## src/rtl/agc_scale_ctrl.sv

```systemverilog
// agc_scale_ctrl: closed-loop shift control for the down-scaler, driven by the windowed mean |x| of its output.
// Manual mode drives the shift straight from scale_man_i; automatic mode steps it by one per window.
module agc_scale_ctrl #(
  parameter int DATA_WIDTH  = 8,
  parameter int SCALE_WIDTH = 5,
  parameter int WIN_LOG2    = 10,
  parameter int SETTLE_N    = 4,
  parameter int SCALE_MAX   = 31
) (
  input  logic                   clk,
  input  logic                   resetn,
  input  logic                   agc_en_i,
  input  logic                   in_valid_i,
  input  logic [DATA_WIDTH-1:0]  in_i,
  input  logic [SCALE_WIDTH-1:0] scale_man_i,
  input  logic [DATA_WIDTH-1:0]  thr_hi_i,
  input  logic [DATA_WIDTH-1:0]  thr_lo_i,
  output logic [SCALE_WIDTH-1:0] scale_o,
  output logic [DATA_WIDTH-1:0]  level_o,
  output logic                   upd_o,
  output logic                   at_limit_o
);
  localparam int AW  = DATA_WIDTH + WIN_LOG2;
  localparam int SCW = SETTLE_N > 1 ? $clog2(SETTLE_N) : 1;
  localparam logic [SCALE_WIDTH-1:0] SMAX     = SCALE_WIDTH'(SCALE_MAX);
  localparam logic [SCW-1:0]         SET_LAST = SCW'(SETTLE_N - 1);

  typedef enum logic [1:0] {MANUAL, SETTLE, ACCUM, DECIDE} state_t;

  state_t                 state_q, state_d;
  logic [AW-1:0]          acc_q, acc_d;
  logic [WIN_LOG2-1:0]    win_q, win_d;
  logic [SCW-1:0]         set_q, set_d;
  logic [SCALE_WIDTH-1:0] scale_q, scale_d;
  logic [DATA_WIDTH-1:0]  level_q, level_d;
  logic                   chg_q, chg_d;
  logic [DATA_WIDTH-1:0]  mag, mean;
  logic [AW-1:0]          acc_sum;
  logic                   up, dn;

  // Negating the most negative value yields 2**(DATA_WIDTH-1), which fits unsigned.
  assign mag     = in_i[DATA_WIDTH-1] ? -in_i : in_i;
  assign acc_sum = acc_q + AW'(mag);
  assign mean    = DATA_WIDTH'(acc_sum >> WIN_LOG2);
  assign up      = mean > thr_hi_i && scale_q < SMAX;
  assign dn      = !up && mean < thr_lo_i && scale_q != '0;

  // The window's decision is taken on its last sample so level, scale and upd appear together.
  always_comb begin
    state_d = state_q;
    acc_d   = acc_q;
    win_d   = win_q;
    set_d   = set_q;
    scale_d = scale_q;
    level_d = level_q;
    chg_d   = chg_q;
    if (!agc_en_i && state_q != MANUAL) begin
      state_d = MANUAL;
      acc_d   = '0;
      win_d   = '0;
      set_d   = '0;
    end else begin
      case (state_q)
        MANUAL: begin
          scale_d = scale_man_i > SMAX ? SMAX : scale_man_i;
          acc_d   = '0;
          win_d   = '0;
          set_d   = '0;
          state_d = agc_en_i ? SETTLE : MANUAL;
        end
        SETTLE: if (in_valid_i) begin
          set_d = set_q + SCW'(1);
          if (set_q == SET_LAST) begin
            set_d   = '0;
            acc_d   = '0;
            win_d   = '0;
            state_d = ACCUM;
          end
        end
        ACCUM: if (in_valid_i) begin
          acc_d = acc_sum;
          win_d = win_q + WIN_LOG2'(1);
          if (&win_q) begin
            acc_d   = '0;
            level_d = mean;
            scale_d = up ? scale_q + SCALE_WIDTH'(1) : dn ? scale_q - SCALE_WIDTH'(1) : scale_q;
            chg_d   = up | dn;
            state_d = DECIDE;
          end
        end
        DECIDE: state_d = chg_q ? SETTLE : ACCUM;
        default: state_d = SETTLE;
      endcase
    end
  end

  always_ff @(posedge clk or negedge resetn) begin
    if (!resetn) begin
      state_q <= SETTLE;
      acc_q   <= '0;
      win_q   <= '0;
      set_q   <= '0;
      scale_q <= '0;
      level_q <= '0;
      chg_q   <= 1'b0;
    end else begin
      state_q <= state_d;
      acc_q   <= acc_d;
      win_q   <= win_d;
      set_q   <= set_d;
      scale_q <= scale_d;
      level_q <= level_d;
      chg_q   <= chg_d;
    end
  end

  assign scale_o    = scale_q;
  assign level_o    = level_q;
  assign upd_o      = state_q == DECIDE;
  assign at_limit_o = scale_q == '0 || scale_q == SMAX;
endmodule

```

## config.mk

```make
export PLATFORM = sky130hd
export DESIGN_NAME = agc_scale_ctrl
export DESIGN_NICKNAME = d
export VERILOG_FILES = /design/src/rtl/agc_scale_ctrl.sv
export SDC_FILE = /design/constraint.sdc
export NUM_CORES = 1
export LEC_CHECK = 0
export BUFFER_PORTS_ARGS = -buffer_cell sky130_fd_sc_hd__buf_2
export CAP_MARGIN = 20
export CELL_PAD_IN_SITES_DETAIL_PLACEMENT = 0
export CELL_PAD_IN_SITES_GLOBAL_PLACEMENT = 2
export CORE_ASPECT_RATIO = 0.9
export CORE_MARGIN = 3
export CORE_UTILIZATION = 32
export DETAILED_ROUTE_END_ITERATION = 7
export HOLD_SLACK_MARGIN = 0.03
export PLACE_DENSITY = 0.89
export SETUP_SLACK_MARGIN = 0.4
export SLEW_MARGIN = 10
export SYNTH_ARGS = -nofsm -noshare
export SYNTH_HDL_FRONTEND = slang
export SYNTH_SLANG_ARGS = --single-unit
```

## constraint.sdc

```tcl
create_clock -name clk -period 4.6 [get_ports clk]
set_input_delay 0.69 -clock clk [delete_from_list [all_inputs] [get_ports clk]]
set_output_delay 0.69 -clock clk [all_outputs]
set_load 0.005 [all_outputs]
```

==> results.cfg <==
[run_status]
status = finished, violations left
violations = setup timing

[floorplan]
row_count = 34
start_util_pct = 33.90
die_area_um2 = 11860
die_x_um = 114.5
core_um2 = 9997
die-height_um = 103.6
pin_count = 48

[clock_network]
cts_buffers = 5
tritoncts = done
clk_latency_ns = 0.29
cts.clk_slew.worst_paths_ns = 0.06
clock_path_buffers = 2
root_buffer = clkbuf_16
hold_buffers = 0
cts_max_level = 2
cts.sinks = 46

[grt]
grt_usage_pct = 14.92
gr-total-overflow = 0
grt_max_degree = 47
grt_pass1_vias = 3133
grt_pass1_wl_um = 14690
antenna_found_initial = 0

[synth]
yosys.area_share.simple_pct = 18.53
synth_top_area_cell = dfrtp_1
synth_compound_area_share_pct = 22.30
synthMuxAreaShare_pct = 2.326
syn_inst = 390
synth_cell_type_count = 60
synth-xor-area-share_pct = 5.685
synth_top_family_by_area = compound AO/OA/AOI/OAI gates
synth.net_count = 455
synth_fa_ha_area_share_pct = 12.26
synth-edff-count = 0
yosys_warnings = 0
synthFlopType = dfrtp_1
synth_top_area_share_pct = 33.22
synth_area_um2 = 3390
netlist_top_cells_area = dfrtp_1, ha_1, o21ai_0
ys_seq_elements = 46
ys_async_sr_fraction_pct = 100.0
ys_seq_area_share_pct = 34.00
syn_area_per_cell_um2 = 8.691

[final_layout]
fin_util_pct = 47.28
final_cells = 622
layout_commonest_cell = buf_4
final_cell_mix = buf_4, nand2_1, dfrtp_1, buf_2, o21ai_0
diodes = 0
area_delta_synth_final_pct = 39.46
final_area_um2 = 4727
drive_above_1_share_pct = 36.69
nets = 560

[worst_setup_path]
start_kind = input pin
ff2ff_path_depth = 17
path_cells = buf_8 -> or3_4 -> o31ai_4 -> xnor2_1 -> ha_2 -> inv_2 -> nor2_4 -> nor2_4 -> o31ai_4 -> and3_4 -> xor2_2 -> buf_4 -> buf_6 -> ha_4 -> nand4_1 -> o21bai_2 -> nor3_4 -> or4b_4 -> a31oi_4 -> a31oi_1 -> a21boi_2
max_stage_delay_ns = 0.54
worstSetupEndpointType = flop
r2r-end = scale_o[3]
ff2ff_setup_slack_ns = 0.40
crit_fanout = 5
cp.arrival_ns = 4.86
worstReg2RegStart = acc_q[0]
path_class = input pin to flop
cp.required_ns = 4.78
critPathSlowestCell = or4b_4

[placement]
portBuffers = 47
placed_cell_area_um2 = 4278
dp.cells = 601
pre_cts_ws_ns = -0.4798
place_hpwl_um = 6333
gp_congestion = 0.8752

[route]
drt_wl_total_um = 8626
ant_nets = 0
vias_per_cell = 5.095
dr.pass1.iters = 4
drc_errors = 0
first_iter_violations = 88
via_count = 3169
wl_per_cell_um = 13.87

[timing]
slew_headroom_pct = 58.26
finalSetupViolCount = 5
post-route-period-util_pct = 101.8
final.min_clock_period_ns = 4.683
fin_ws_ns = -0.08349
grt_setup_unrepaired = yes
fin_skew_ns = 0.004227
worst_slew_pin_slew_ns = 0.6261
hold_viol = 0
fin_tns_setup_ns = -0.3165
timing.hold.ws_ns = 0.4861
timing.fmax_ghz = 0.2135
slew_viol_final = 0

[power]
power_density_nw_per_um2 = 200.3
worst_ir_drop_vdd_v = 0.0001269
finalPower_mw = 0.9469
power.static_leakage_nw = 2.312

[flow_run]
drv_cap = 0

[hold_path]
hold_path.class = input pin to asynchronous set/reset pin
==> critical path, delay by kind of cell <==
family	cells	cell delay (ns)
AO/OA/AOI/OAI	6	1.23
adder cells (fa/ha/maj)	2	0.53
buffers and inverters	4	0.38
XOR/XNOR	2	0.25
AND/OR/NAND/NOR	7	1.75
==> routing by layer <==
metal | share of wire [%] | vias to the layer above | GRT usage (%)
met5 | 0 | - | 0
met4 | 1.2 | 0 | 3.478
met3 | 3.9 | 10 | 2.624
met2 | 47 | 53 | 24.19
met1 | 48 | 1507 | 20.59
li1 | - | 1599 | -
==> synthesized netlist by cell type (2+ instances only) <==
cell and number:
a21oi_1 14, o21ai_0 41, nand4_1 4, mux2_2 4, nor3b_1 2, dfrtp_1 45
nand3_1 12, and3_1 8, fa_1 2, nand2b_1 3, nand2_1 48, nand3b_1 2
a21o_1 8, nor2_1 24, a22o_1 3, a221oi_1 2, xor2_1 10, clkbuf_1 9
a31oi_1 6, ha_1 30, inv_1 33, or3_1 7, and2_1 2, nor3_1 7
xnor2_1 12, a21boi_1 2, o21a_1 2, a211oi_1 2, o41ai_1 3, nor2b_1 3
mux2_1 3, a31o_1 2, a22oi_1 2, o31ai_1 7
==> how the worst max path moves through the flow <==
stage,start,endpoint,slack [ns],depth (start not counted)
final,in_i[1],scale_o[3],-0.08,21
after detailed placement,in_i[1],scale_o[4],-0.48,19
after global routing,in_i[1],scale_o[3],-0.31,24
after global placement,in_i[1],scale_o[3],-0.38,23
after floorplan,in_i[1],scale_o[4],-0.23,21
after CTS,in_i[3],scale_o[3],-0.04,21
==> state kept, by name, indices dropped and copies added, names as in the netlist <==
register / count
state_q: 2
win_q: 10
acc_q: 18
level_o: 8
scale_o: 5
chg_q: 1
set_q: 2
==> cells by family (layout without fill, tap and decap cells) <==
kind of cell    after synthesis  after routing
simple gates                130            130
compound gates              109            109
flops                        46             46
buf+inv                      44            150
fa+ha+maj                    32             32
xor+xnor                     22             22
mux                           7              7
==> power by group <==
group / internal (mW) / switching, mW / leakage, nW
clock network: 0.216 / 0.153 / 0.0739
registers: 0.410 / 0.00737 / 0.625
logic: 0.0768 / 0.0837 / 1.61
total: 0.703 / 0.244 / 2.31
==> repair_timing <==
item,in CTS,in global routing
pin swaps,18,11
hold endpoints to repair,0,0
gates resized for setup,21,25
endpoints found under the setup margin,6,6
gates cloned,0,0
setup buffers,5,8
==> cell type report <==
cell class	instances	area, um^2
flip-flops and latches	46	1152
repair buffers	108	720.7
well taps	126	157.7
inverters	34	132.6
clock inverters	1	5.005
fillers	927	5270
clock buffers	7	142.6
multi-input cells	300	2416
(Power assumes the default switching activity.)
